## src/rtl/uart_frame_loader_pkg.sv

```systemverilog
// Shared types and helpers for the UART frame loader.
// States, default start-of-frame byte and word geometry.
package uart_frame_pkg;

    typedef enum logic [1:0] {
        ST_IDLE  = 2'd0,
        ST_COUNT = 2'd1,
        ST_DATA  = 2'd2,
        ST_CHECK = 2'd3
    } state_t;

    localparam logic [7:0] SOF_DEFAULT = 8'hA5;

    function automatic int bytes_per_word(input int n);
        return n / 8;
    endfunction

    // Keep at least one bit so an 8-bit word still has an index register.
    function automatic int idx_width(input int n);
        return (n > 1) ? $clog2(n) : 1;
    endfunction

endpackage

```

## src/rtl/uart_frame_loader_if.sv

```systemverilog
// Byte-in / BRAM-write-out bundle of the UART frame loader.
// slave is the loader side, master is the UART/BRAM side.
interface uart_frame_loader_if #(
    parameter int N     = 16,
    parameter int ABITS = 8
) ();

    logic             rx_valid;
    logic [7:0]       rx_byte;
    logic             recv_error;
    logic [ABITS-1:0] wr_addr;
    logic [N-1:0]     wr_data;
    logic             wr_en;
    logic [7:0]       word_count;
    logic             busy;
    logic             start;
    logic             frame_error;

    modport slave (
        input  rx_valid, rx_byte, recv_error,
        output wr_addr, wr_data, wr_en,
        output word_count, busy, start, frame_error
    );

    modport master (
        output rx_valid, rx_byte, recv_error,
        input  wr_addr, wr_data, wr_en,
        input  word_count, busy, start, frame_error
    );

endinterface

```

## src/rtl/uart_frame_loader_gap_timer.sv

```systemverilog
// Inter-byte gap timer: counts idle cycles while enabled.
// expired is high in the cycle the gap reaches TIMEOUT_CYCLES.
module byte_gap_timer #(
    parameter int unsigned TIMEOUT_CYCLES = 25000
) (
    input  logic clk,
    input  logic rst,
    input  logic enable,
    input  logic kick,
    output logic expired
);

    localparam int CW = $clog2(TIMEOUT_CYCLES + 1);

    logic [CW-1:0] cnt_q;

    always_ff @(posedge clk) begin
        if (rst || kick || !enable) begin
            cnt_q <= '0;
        end else if (!expired) begin
            cnt_q <= cnt_q + CW'(1);
        end
    end

    // A byte arriving in the expiry cycle wins over the timeout.
    assign expired = enable && !kick &&
                     (cnt_q == CW'(TIMEOUT_CYCLES - 1));

endmodule

```

## src/rtl/uart_frame_loader.sv

```systemverilog
// Parses SOF / count / payload / XOR checksum uploads from the UART
// and packs payload bytes little-endian into BRAM words.
module uart_frame_loader
    import uart_frame_pkg::*;
#(
    parameter int          N              = 16,
    parameter int          ABITS          = 8,
    parameter logic [7:0]  SOF            = SOF_DEFAULT,
    parameter int unsigned TIMEOUT_CYCLES = 25000
) (
    input logic          clk,
    input logic          rst,
    uart_frame_loader_if.slave bus
);

    localparam int BPW = bytes_per_word(N);
    localparam int BW  = idx_width(BPW);
    localparam int XW  = ABITS + 1;

    state_t        state_q, state_d;
    logic [7:0]    w_q;
    logic [7:0]    chk_q;
    logic [XW-1:0] widx_q;
    logic [BW-1:0] bidx_q;
    logic [N-1:0]  word_q, word_nxt;

    logic busy, expired;
    logic last_byte, last_word, w_bad;
    logic do_load, do_byte, do_write;
    logic do_start, do_err;

    assign busy     = (state_q != ST_IDLE);
    assign bus.busy = busy;

    byte_gap_timer #(
        .TIMEOUT_CYCLES(TIMEOUT_CYCLES)
    ) u_gap (
        .clk    (clk),
        .rst    (rst),
        .enable (busy),
        .kick   (bus.rx_valid),
        .expired(expired)
    );

    assign last_byte = (bidx_q == BW'(BPW - 1));
    assign last_word = (widx_q == XW'(w_q) - XW'(1));
    assign w_bad     = (bus.rx_byte == 8'd0) ||
                       (int'(bus.rx_byte) > (1 << ABITS));

    always_comb begin
        word_nxt = word_q;
        word_nxt[8*int'(bidx_q) +: 8] = bus.rx_byte;
    end

    always_ff @(posedge clk) begin
        if (rst) begin
            state_q <= ST_IDLE;
        end else begin
            state_q <= state_d;
        end
    end

    always_comb begin
        state_d  = state_q;
        do_load  = 1'b0;
        do_byte  = 1'b0;
        do_write = 1'b0;
        do_start = 1'b0;
        do_err   = 1'b0;
        unique case (state_q)
            ST_IDLE: begin
                if (bus.rx_valid && !bus.recv_error &&
                    bus.rx_byte == SOF) begin
                    state_d = ST_COUNT;
                end
            end
            ST_COUNT, ST_DATA, ST_CHECK: begin
                priority case (1'b1)
                    bus.recv_error: begin
                        do_err  = 1'b1;
                        state_d = ST_IDLE;
                    end
                    bus.rx_valid: begin
                        unique case (state_q)
                            ST_COUNT: begin
                                if (w_bad) begin
                                    do_err  = 1'b1;
                                    state_d = ST_IDLE;
                                end else begin
                                    do_load = 1'b1;
                                    state_d = ST_DATA;
                                end
                            end
                            ST_DATA: begin
                                do_byte  = 1'b1;
                                do_write = last_byte;
                                if (last_byte && last_word) begin
                                    state_d = ST_CHECK;
                                end
                            end
                            default: begin
                                do_start = (bus.rx_byte == chk_q);
                                do_err   = (bus.rx_byte != chk_q);
                                state_d  = ST_IDLE;
                            end
                        endcase
                    end
                    expired: begin
                        do_err  = 1'b1;
                        state_d = ST_IDLE;
                    end
                    default: ;
                endcase
            end
            default: state_d = ST_IDLE;
        endcase
    end

    always_ff @(posedge clk) begin
        if (rst) begin
            w_q             <= '0;
            chk_q           <= '0;
            widx_q          <= '0;
            bidx_q          <= '0;
            word_q          <= '0;
            bus.wr_addr     <= '0;
            bus.wr_data     <= '0;
            bus.wr_en       <= 1'b0;
            bus.word_count  <= '0;
            bus.start       <= 1'b0;
            bus.frame_error <= 1'b0;
        end else begin
            bus.wr_en       <= do_write;
            bus.start       <= do_start;
            bus.frame_error <= do_err;
            if (do_load) begin
                w_q    <= bus.rx_byte;
                chk_q  <= '0;
                widx_q <= '0;
                bidx_q <= '0;
            end
            if (do_byte) begin
                chk_q  <= chk_q ^ bus.rx_byte;
                word_q <= word_nxt;
                bidx_q <= last_byte ? '0 : bidx_q + BW'(1);
            end
            if (do_write) begin
                bus.wr_addr <= widx_q[ABITS-1:0];
                bus.wr_data <= word_nxt;
                widx_q      <= widx_q + XW'(1);
            end
            if (do_start) begin
                bus.word_count <= w_q;
            end
        end
    end

endmodule
```

## src/flat_wrapper.sv

```systemverilog
// flat-port wrapper written by rule: the top's interface ports become plain ports
module uart_frame_loader_flat import uart_frame_pkg::*;
#(
    parameter int          N              = 16,
    parameter int          ABITS          = 8,
    parameter logic [7:0]  SOF            = SOF_DEFAULT,
    parameter int unsigned TIMEOUT_CYCLES = 25000
)
  (clk, rst, bus_rx_valid, bus_rx_byte, bus_recv_error, bus_wr_addr, bus_wr_data, bus_wr_en, bus_word_count, bus_busy, bus_start, bus_frame_error);
  uart_frame_loader_if #(.N(N), .ABITS(ABITS)) bus_i ();
  input logic clk;
  input logic rst;
  input wire logic [$bits(bus_i.rx_valid)-1:0] bus_rx_valid;
  input wire logic [$bits(bus_i.rx_byte)-1:0] bus_rx_byte;
  input wire logic [$bits(bus_i.recv_error)-1:0] bus_recv_error;
  output wire logic [$bits(bus_i.wr_addr)-1:0] bus_wr_addr;
  output wire logic [$bits(bus_i.wr_data)-1:0] bus_wr_data;
  output wire logic [$bits(bus_i.wr_en)-1:0] bus_wr_en;
  output wire logic [$bits(bus_i.word_count)-1:0] bus_word_count;
  output wire logic [$bits(bus_i.busy)-1:0] bus_busy;
  output wire logic [$bits(bus_i.start)-1:0] bus_start;
  output wire logic [$bits(bus_i.frame_error)-1:0] bus_frame_error;
  assign bus_i.rx_valid = bus_rx_valid;
  assign bus_i.rx_byte = bus_rx_byte;
  assign bus_i.recv_error = bus_recv_error;
  assign bus_wr_addr = bus_i.wr_addr;
  assign bus_wr_data = bus_i.wr_data;
  assign bus_wr_en = bus_i.wr_en;
  assign bus_word_count = bus_i.word_count;
  assign bus_busy = bus_i.busy;
  assign bus_start = bus_i.start;
  assign bus_frame_error = bus_i.frame_error;
  uart_frame_loader #(.N(N), .ABITS(ABITS), .SOF(SOF), .TIMEOUT_CYCLES(TIMEOUT_CYCLES)) u_core (.clk(clk), .rst(rst), .bus(bus_i));
endmodule
```

## config.mk

```make
export PLATFORM = sky130hd
export DESIGN_NAME = uart_frame_loader_flat
export DESIGN_NICKNAME = d
export VERILOG_FILES = /design/src/rtl/uart_frame_loader_pkg.sv /design/src/rtl/uart_frame_loader_if.sv /design/src/rtl/uart_frame_loader_gap_timer.sv /design/src/rtl/uart_frame_loader.sv /design/src/flat_wrapper.sv
export SDC_FILE = /design/constraint.sdc
export NUM_CORES = 1
export LEC_CHECK = 0
export ABC_AREA = 1
export CELL_PAD_IN_SITES_DETAIL_PLACEMENT = 0
export CELL_PAD_IN_SITES_GLOBAL_PLACEMENT = 1
export CORE_ASPECT_RATIO = 0.9
export CORE_MARGIN = 1.5
export CORE_UTILIZATION = 43
export DETAILED_ROUTE_END_ITERATION = 16
export GPL_TIMING_DRIVEN = 0
export PLACE_DENSITY_LB_ADDON = 0.1
export SLEW_MARGIN = 30
export SYNTH_ARGS = -nofsm -noshare
export SYNTH_HDL_FRONTEND = slang
export SYNTH_SLANG_ARGS = --single-unit
export TNS_END_PERCENT = 5
```

## constraint.sdc

```tcl
create_clock -name clk -period 2.4 [get_ports clk]
set_input_delay 0.24 -clock clk [delete_from_list [all_inputs] [get_ports clk]]
set_output_delay 0.24 -clock clk [all_outputs]
set_load 0.005 [all_outputs]
```

==> results of run 1 <==
[final timing paths]
check	startpoint	endpoint	slack, ps
max	bus_rx_byte[6]	u_core.widx_q[6]$_SDFFE_PP0P_	370
min	u_core.word_q[6]$_SDFFE_PP0P_	u_core.bus.wr_data[6]$_SDFFE_PP0P_	450
max reg2reg	u_core.w_q[0]$_SDFFE_PP0P_	u_core.state_q[1]$_SDFFE_PP0P_	430
min reg2reg	u_core.word_q[6]$_SDFFE_PP0P_	u_core.bus.wr_data[6]$_SDFFE_PP0P_	450
[power by group through the flow]
stage / clock network, mW / registers, mW / logic [mW]
after floorplan: 0 / 1.51 / 0.262
after global placement: 0 / 1.51 / 0.388
after detailed placement: 0 / 1.51 / 0.392
after CTS: 1.19 / 1.48 / 0.395
after global routing: 1.24 / 1.48 / 0.457
final: 1.16 / 1.48 / 0.397
[metrics by stage]
| stage | worst slack [ps] | area [sq um] | hold slack (ps) |
|---|---|---|---|
| floorplan | 753 | 3810 | 309 |
| global placement | 68.0 | 4430 | 431 |
| detailed placement | 42.3 | 4430 | 438 |
| CTS | 420 | 4660 | 456 |
| global route | 177 | 4660 | 471 |
| finish | 371 | 4660 | 452 |
[metal layers]
| layer | GRT usage [%] | share of wire [%] | vias to the layer above |
|---|---|---|---|
| met5 | 0 | 0 | - |
| met4 | 5.25 | 0.80 | 0 |
| met3 | 4.75 | 5.6 | 9 |
| met2 | 31.2 | 41 | 91 |
| met1 | 32.7 | 53 | 1597 |
| li1 | - | - | 1808 |
[sequential cells by signal (all words and copies together) (netlist names)]
signal / count
u_core.bus.wr_data: 16
u_core.u_gap.cnt_q: 15
u_core.widx_q: 9
u_core.bus.word_count: 8
u_core.bus.wr_addr: 8
u_core.chk_q: 8
u_core.w_q: 8
u_core.word_q: 8
u_core.state_q: 2
u_core.bidx_q: 1
u_core.bus.frame_error: 1
u_core.bus.start: 1
u_core.bus.wr_en: 1
[cell usage in the layout (no fill, tap or decap), drive strengths merged, types with 2 or more instances in the layout]
master         synthesis  routed
inv                   58      60
nor3                  10      10
clkbuf                 7      17
a21oi                 56      56
clkinvlp               0       2
o21a                   5       5
nor2                  44      44
clkdlybuf4s50          0      47
xor2                   5       5
or2                    6       6
bufinv                 0       2
ha                     6       6
xnor2                  7       7
a211oi                 2       2
nand4                  5       5
dfxtp                 86      86
buf                   12      12
o21ai                 58      58
nand2                 98      98
nand3                 45      45
a31oi                  2       2
[logic make-up (layout without fill, tap and decap cells)]
| logic type | after synthesis | in the layout |
|---|---|---|
| simple gates | 212 | 212 |
| compound gates | 123 | 123 |
| flops | 86 | 86 |
| buf+inv | 77 | 140 |
| xor+xnor | 12 | 12 |
| fa+ha+maj | 6 | 6 |
[worst register-to-register path, stage by stage, from the launching register on]
cell and delay [ps]:
dfxtp_1 340, inv_1 140, ha_1 240, nand2_1 90
nor2_1 230, nand2_1 80, a21oi_1 170, nand3_1 110
nor2_1 100, nand2_1 90, nand2_1 100, nand3_1 70
nand2_1 60, nor2_1 50
[area by class of cell]
cell class,instances,area [sq um]
fill,879,3910
tap,119,149
buffer,19,108
clock inverter,6,92.6
inverter,58,218
timing repair buffer,47,470
multi-input combinational,353,1760
clock buffer,10,138
sequential,86,1720
==> flow_summary.ini, run 1 <==
[synth]
avgSynthCellArea_sq_um = 7.39
yosys.cell_count.top_type = nand2_1
synth_simple_gate_area_share_pct = 24.9
yosys-top-cells-area = dfxtp_1 (45%), nand2_1 (9.6%), a21oi_1 (7.4%)
muxShareOfSynthArea_pct = 0
yosys.area.top_type = dfxtp_1
yosysSeqAreaShare_pct = 45.2
netlist_top_cells_count = nand2_1 (97), dfxtp_1 (86), a21oi_1 (56)
synth_nets = 534
synth_flop_cell = dfxtp_1
synth_top_area_share_pct = 45.2
synth-seq-cells = 86
synthAdderAreaFrac_pct = 1.97
synthXorXnorAreaFrac_pct = 2.76
netlist_instances = 516
ys_warn_count = 0
async_reset_ff_share_pct = 0
synth_cell_type_count = 32
synth_enable_flop_cells = 0
synth_top_family_by_area = simple AND/OR/NAND/NOR gates
synth_compound_area_share_pct = 16.7
syn_area_sq_um = 3810

[global_routing]
grt_pass1_vias = 3186
grt_pass1_wl_um = 15700
overflow = 0
grt_max_degree = 16
antenna_found_initial = 0
track_usage_pct = 21.7

[cts]
postCtsResizedCells = 0
clkLatencyLatePin_ps = 360
cts_buffers = 9
ctsHoldBuffers = 0
clk_path_buf_depth = 2
cts.root.buffer_cell = clkbuf_8
tritoncts = done
clk_pin_slew_worst_paths_ps = 90
post_cts_buffers = 0
cts_sinks = 86
cts.htree.levels = 3

[sta]
setup_tns_ps = 0
rsz0062_at_grt = no
worst_pin_slew_ps = 546
finalCriticalPeriod_ps = 2030
fmax_mhz = 493
skew_ps = 4.98
relSlewSlack_pct = 63.6
setup_viol = 0
hold_viol_final = 0
fin_crit_sh_pct = 84.5
slew_violations = 0

[pwr]
vdd_ir_drop_max_mv = 0.462
p_leak_nw = 1.82
clkPwrFrac_pct = 38.2
p_seq_share_pct = 48.7
p_per_area_nw_per_um2 = 650
internal-power_mw = 2.23
p_sw_share_pct = 26.4
power_switching_mw = 0.802
p_total_mw = 3.03
combinationalPowerShare_pct = 13.1

[worst_hold_path]
hold_depth = 2
min_path_type = reg -> reg

[finish]
instances_no_fill = 698
fin_nets = 592
area_delta_synth_final_pct = 22.3
num_antenna_cells = 0
drive_gt1_share_pct = 7.08
post-route-util_pct = 54.4

[detailed_routing]
ant_nets = 0
firstDrtPassIters = 5
drt-total-wl_um = 9700
vias_per_cell = 5.02
num_vias = 3505
drc = 0
drt_iter0_markers = 154
wl_per_cell_um = 13.9

[die]
fp.dieW_um = 102
io_pins = 48
rows = 32
dieArea_sq_um = 9440
die_y_um = 92.3
core-area_sq_um = 8570
start_util_pct = 44.5

[placed_design]
dp.cells = 682
portBuffers = 47
dpl.hpwl_um = 7250
gp_congestion = 0.817

[critical_path]
cp_max_fo = 9
crit_top_cell = nand4_1
slowest_stage = clkdlybuf4s50_1
reg2reg_depth = 13
cp_num_buf_inv = 2
endpoint_kind = register
cp_slowest_stage_delay_ps = 580
cp_num_cells = 8
crit_path_start_kind = input pin
path_delay_family = simple AND/OR/NAND/NOR gates
criticalPathCategory = in -> reg
cp.arrival_ps = 2310
worstPathCellList = clkdlybuf4s50_1 > nor3_1 > nand4_1 > nand4_1 > inv_1 > nor2_2 > nand2_1 > a21oi_1
critPathRequiredTime_ps = 2690

[run]
cap_violations = 0

[outcome]
status = finished clean
No activity file was read; power rests on OpenSTA's default activity.
==> inputs of run 2 (changes only) <==
--- a/config.mk
+++ b/config.mk
@@ -10,7 +10,7 @@
 export CELL_PAD_IN_SITES_GLOBAL_PLACEMENT = 1
 export CORE_ASPECT_RATIO = 0.9
 export CORE_MARGIN = 1.5
-export CORE_UTILIZATION = 43
+export CORE_UTILIZATION = 40
 export DETAILED_ROUTE_END_ITERATION = 16
 export GPL_TIMING_DRIVEN = 0
 export PLACE_DENSITY_LB_ADDON = 0.1
==> constraint.sdc (replaced) <==
create_clock -name clk -period 2.08 [get_ports clk]
set_input_delay 0.208 -clock clk [delete_from_list [all_inputs] [get_ports clk]]
set_output_delay 0.208 -clock clk [all_outputs]
set_load 0.005 [all_outputs]
==> flow_summary.ini, run 2 (synthesized netlist as in run 1, its figures left out) <==
[critical_path]
cp.arrival_ps = 2180
r2r_setup_slack_ps = 140
r2r_end = u_core.state_q[1]$_SDFFE_PP0P_
criticalPathCategory = reg -> reg
reg2reg_depth = 13
endpoint_kind = register
critPathRequiredTime_ps = 2330
cp_max_fo = 5
reg2reg_from = u_core.w_q[0]$_SDFFE_PP0P_
crit_path_start_kind = register

[worst_hold_path]
whs_endpoint = u_core.word_q[5]$_SDFFE_PP0P_
hold_depth = 3
hold_start = bus_rx_byte[5]
min_path_type = in -> reg

[detailed_routing]
drt_iter0_markers = 182
drt-total-wl_um = 9920
ant_nets = 0
firstDrtPassIters = 4
wl_per_cell_um = 14.2
num_vias = 3556
vias_per_cell = 5.07
drc = 0

[cts]
tritoncts = done
cts_buffers = 9
cts_sinks = 86
ctsHoldBuffers = 0
cts.htree.levels = 3
clkLatencyLatePin_ps = 360
cts.root.buffer_cell = clkbuf_8
clk_path_buf_depth = 2
post_cts_buffers = 0
clk_pin_slew_worst_paths_ps = 100
postCtsResizedCells = 0

[finish]
largest_reg_flops = 16
fin_nets = 592
area_delta_synth_final_pct = 22.4
drive_gt1_share_pct = 7.77
largest_registers = u_core.bus.wr_data: 16 flops, u_core.u_gap.cnt_q: 15 flops, u_core.widx_q: 9 flops
num_antenna_cells = 0
final_common_cell = nand2_1
post-route-util_pct = 50.9
top_register = u_core.bus.wr_data
fillers = 947
fin_area_sq_um = 4670
final_cell_mix = nand2_1 (97), dfxtp_1 (85), a21oi_1 (56), inv_1 (52)

[global_routing]
track_usage_pct = 20.9
grt_pass1_vias = 3238
grt_max_degree = 18
overflow = 0
grt_pass1_wl_um = 16300
antenna_found_initial = 0

[outcome]
status = finished clean

[placed_design]
gp_congestion = 0.929
placed_cell_area_sq_um = 4430
dpl.hpwl_um = 7520
portBuffers = 47

[die]
dieArea_sq_um = 10100
fp.dieW_um = 106
die_y_um = 95.6
core-area_sq_um = 9170
start_util_pct = 41.6
io_pins = 48
rows = 33

[sta]
hold_viol_final = 0
rsz0062_at_grt = no
setup_viol = 0
relSlewSlack_pct = 65.5
fmax_mhz = 516
finalCriticalPeriod_ps = 1940
skew_ps = 14.0
worst_pin_slew_ps = 518
fin_crit_sh_pct = 93.1
slew_violations = 0

[pwr]
p_total_mw = 3.42
p_leak_nw = 1.83
vdd_ir_drop_max_mv = 0.329
p_per_area_nw_per_um2 = 732

[run]
cap_violations = 0
[run 2: where the power goes]
group | internal (mW) | leakage (nW) | switching, mW
clock | 0.584 | 0.105 | 0.664
combinational | 0.177 | 1.03 | 0.286
sequential | 1.68 | 0.693 | 0.0251
total | 2.44 | 1.83 | 0.976
[run 2: cell type report]
class | count | area [sq um] | share of cell area, %
Buffer | 19 | 108 | 2.31
Clock buffer | 9 | 124 | 2.65
Clock inverter | 7 | 91.3 | 1.96
Inverter | 58 | 218 | 4.67
Multi-Input combinational cell | 353 | 1780 | 38.1
Sequential cell | 86 | 1720 | 36.9
Tap cell | 122 | 153 | 3.27
Timing Repair Buffer | 47 | 473 | 10.1
[run 2: worst max-delay path by stage]
stage                                        start                               endpoint  slack, ps  cells past startpoint
finish                  u_core.w_q[0]$_SDFFE_PP0P_         u_core.state_q[1]$_SDFFE_PP0P_        140                     13
floorplan           u_core.state_q[0]$_SDFFE_PP0P_     u_core.bus.wr_addr[4]$_SDFFE_PP0P_        430                     12
global route        u_core.state_q[0]$_SDFFE_PP0P_     u_core.bus.wr_addr[3]$_SDFFE_PP0P_          4                     12
global placement                    bus_rx_byte[6]  u_core.bus.word_count[5]$_SDFFE_PP0P_       -250                      8
detailed placement                  bus_rx_byte[4]          u_core.widx_q[0]$_SDFFE_PP0P_       -280                      8
CTS                 u_core.state_q[1]$_SDFFE_PP0P_          u_core.word_q[7]$_SDFFE_PP0P_         70                     10
[run 2: metrics by stage]
| stage | instances | hold WS, ps | setup slack, ps | TNS [ps] |
|---|---|---|---|---|
| after floorplan | 516 | 277 | 433 | 0 |
| after global placement | 685 | 431 | -251 | -5080 |
| after detailed placement | 685 | 436 | -278 | -7120 |
| after CTS | 701 | 456 | 74.9 | 0 |
| after global routing | 701 | 354 | 3.93 | 0 |
| final | 701 | 353 | 143 | 0 |
[run 2: worst max-delay path: stages (launching register included)]
cell and delay, ps:
dfxtp_2 340, inv_1 140, ha_1 240, nand2_1 100
nor2_2 170, nand2_1 70, a21oi_1 140, nand3_1 120
nor2_1 120, nand2_1 100, nand2_1 110, nand3_1 80
nand2_1 60, nor2_1 40
[run 2: layer usage]
metal / global-route usage [%] / vias to the layer above / routed length (um)
li1: - / 1811 / -
met5: 0 / - / 0
met4: 4.84 / 0 / 80
met1: 29.2 / 1649 / 5040
met3: 5.19 / 8 / 509
met2: 32.4 / 88 / 4290
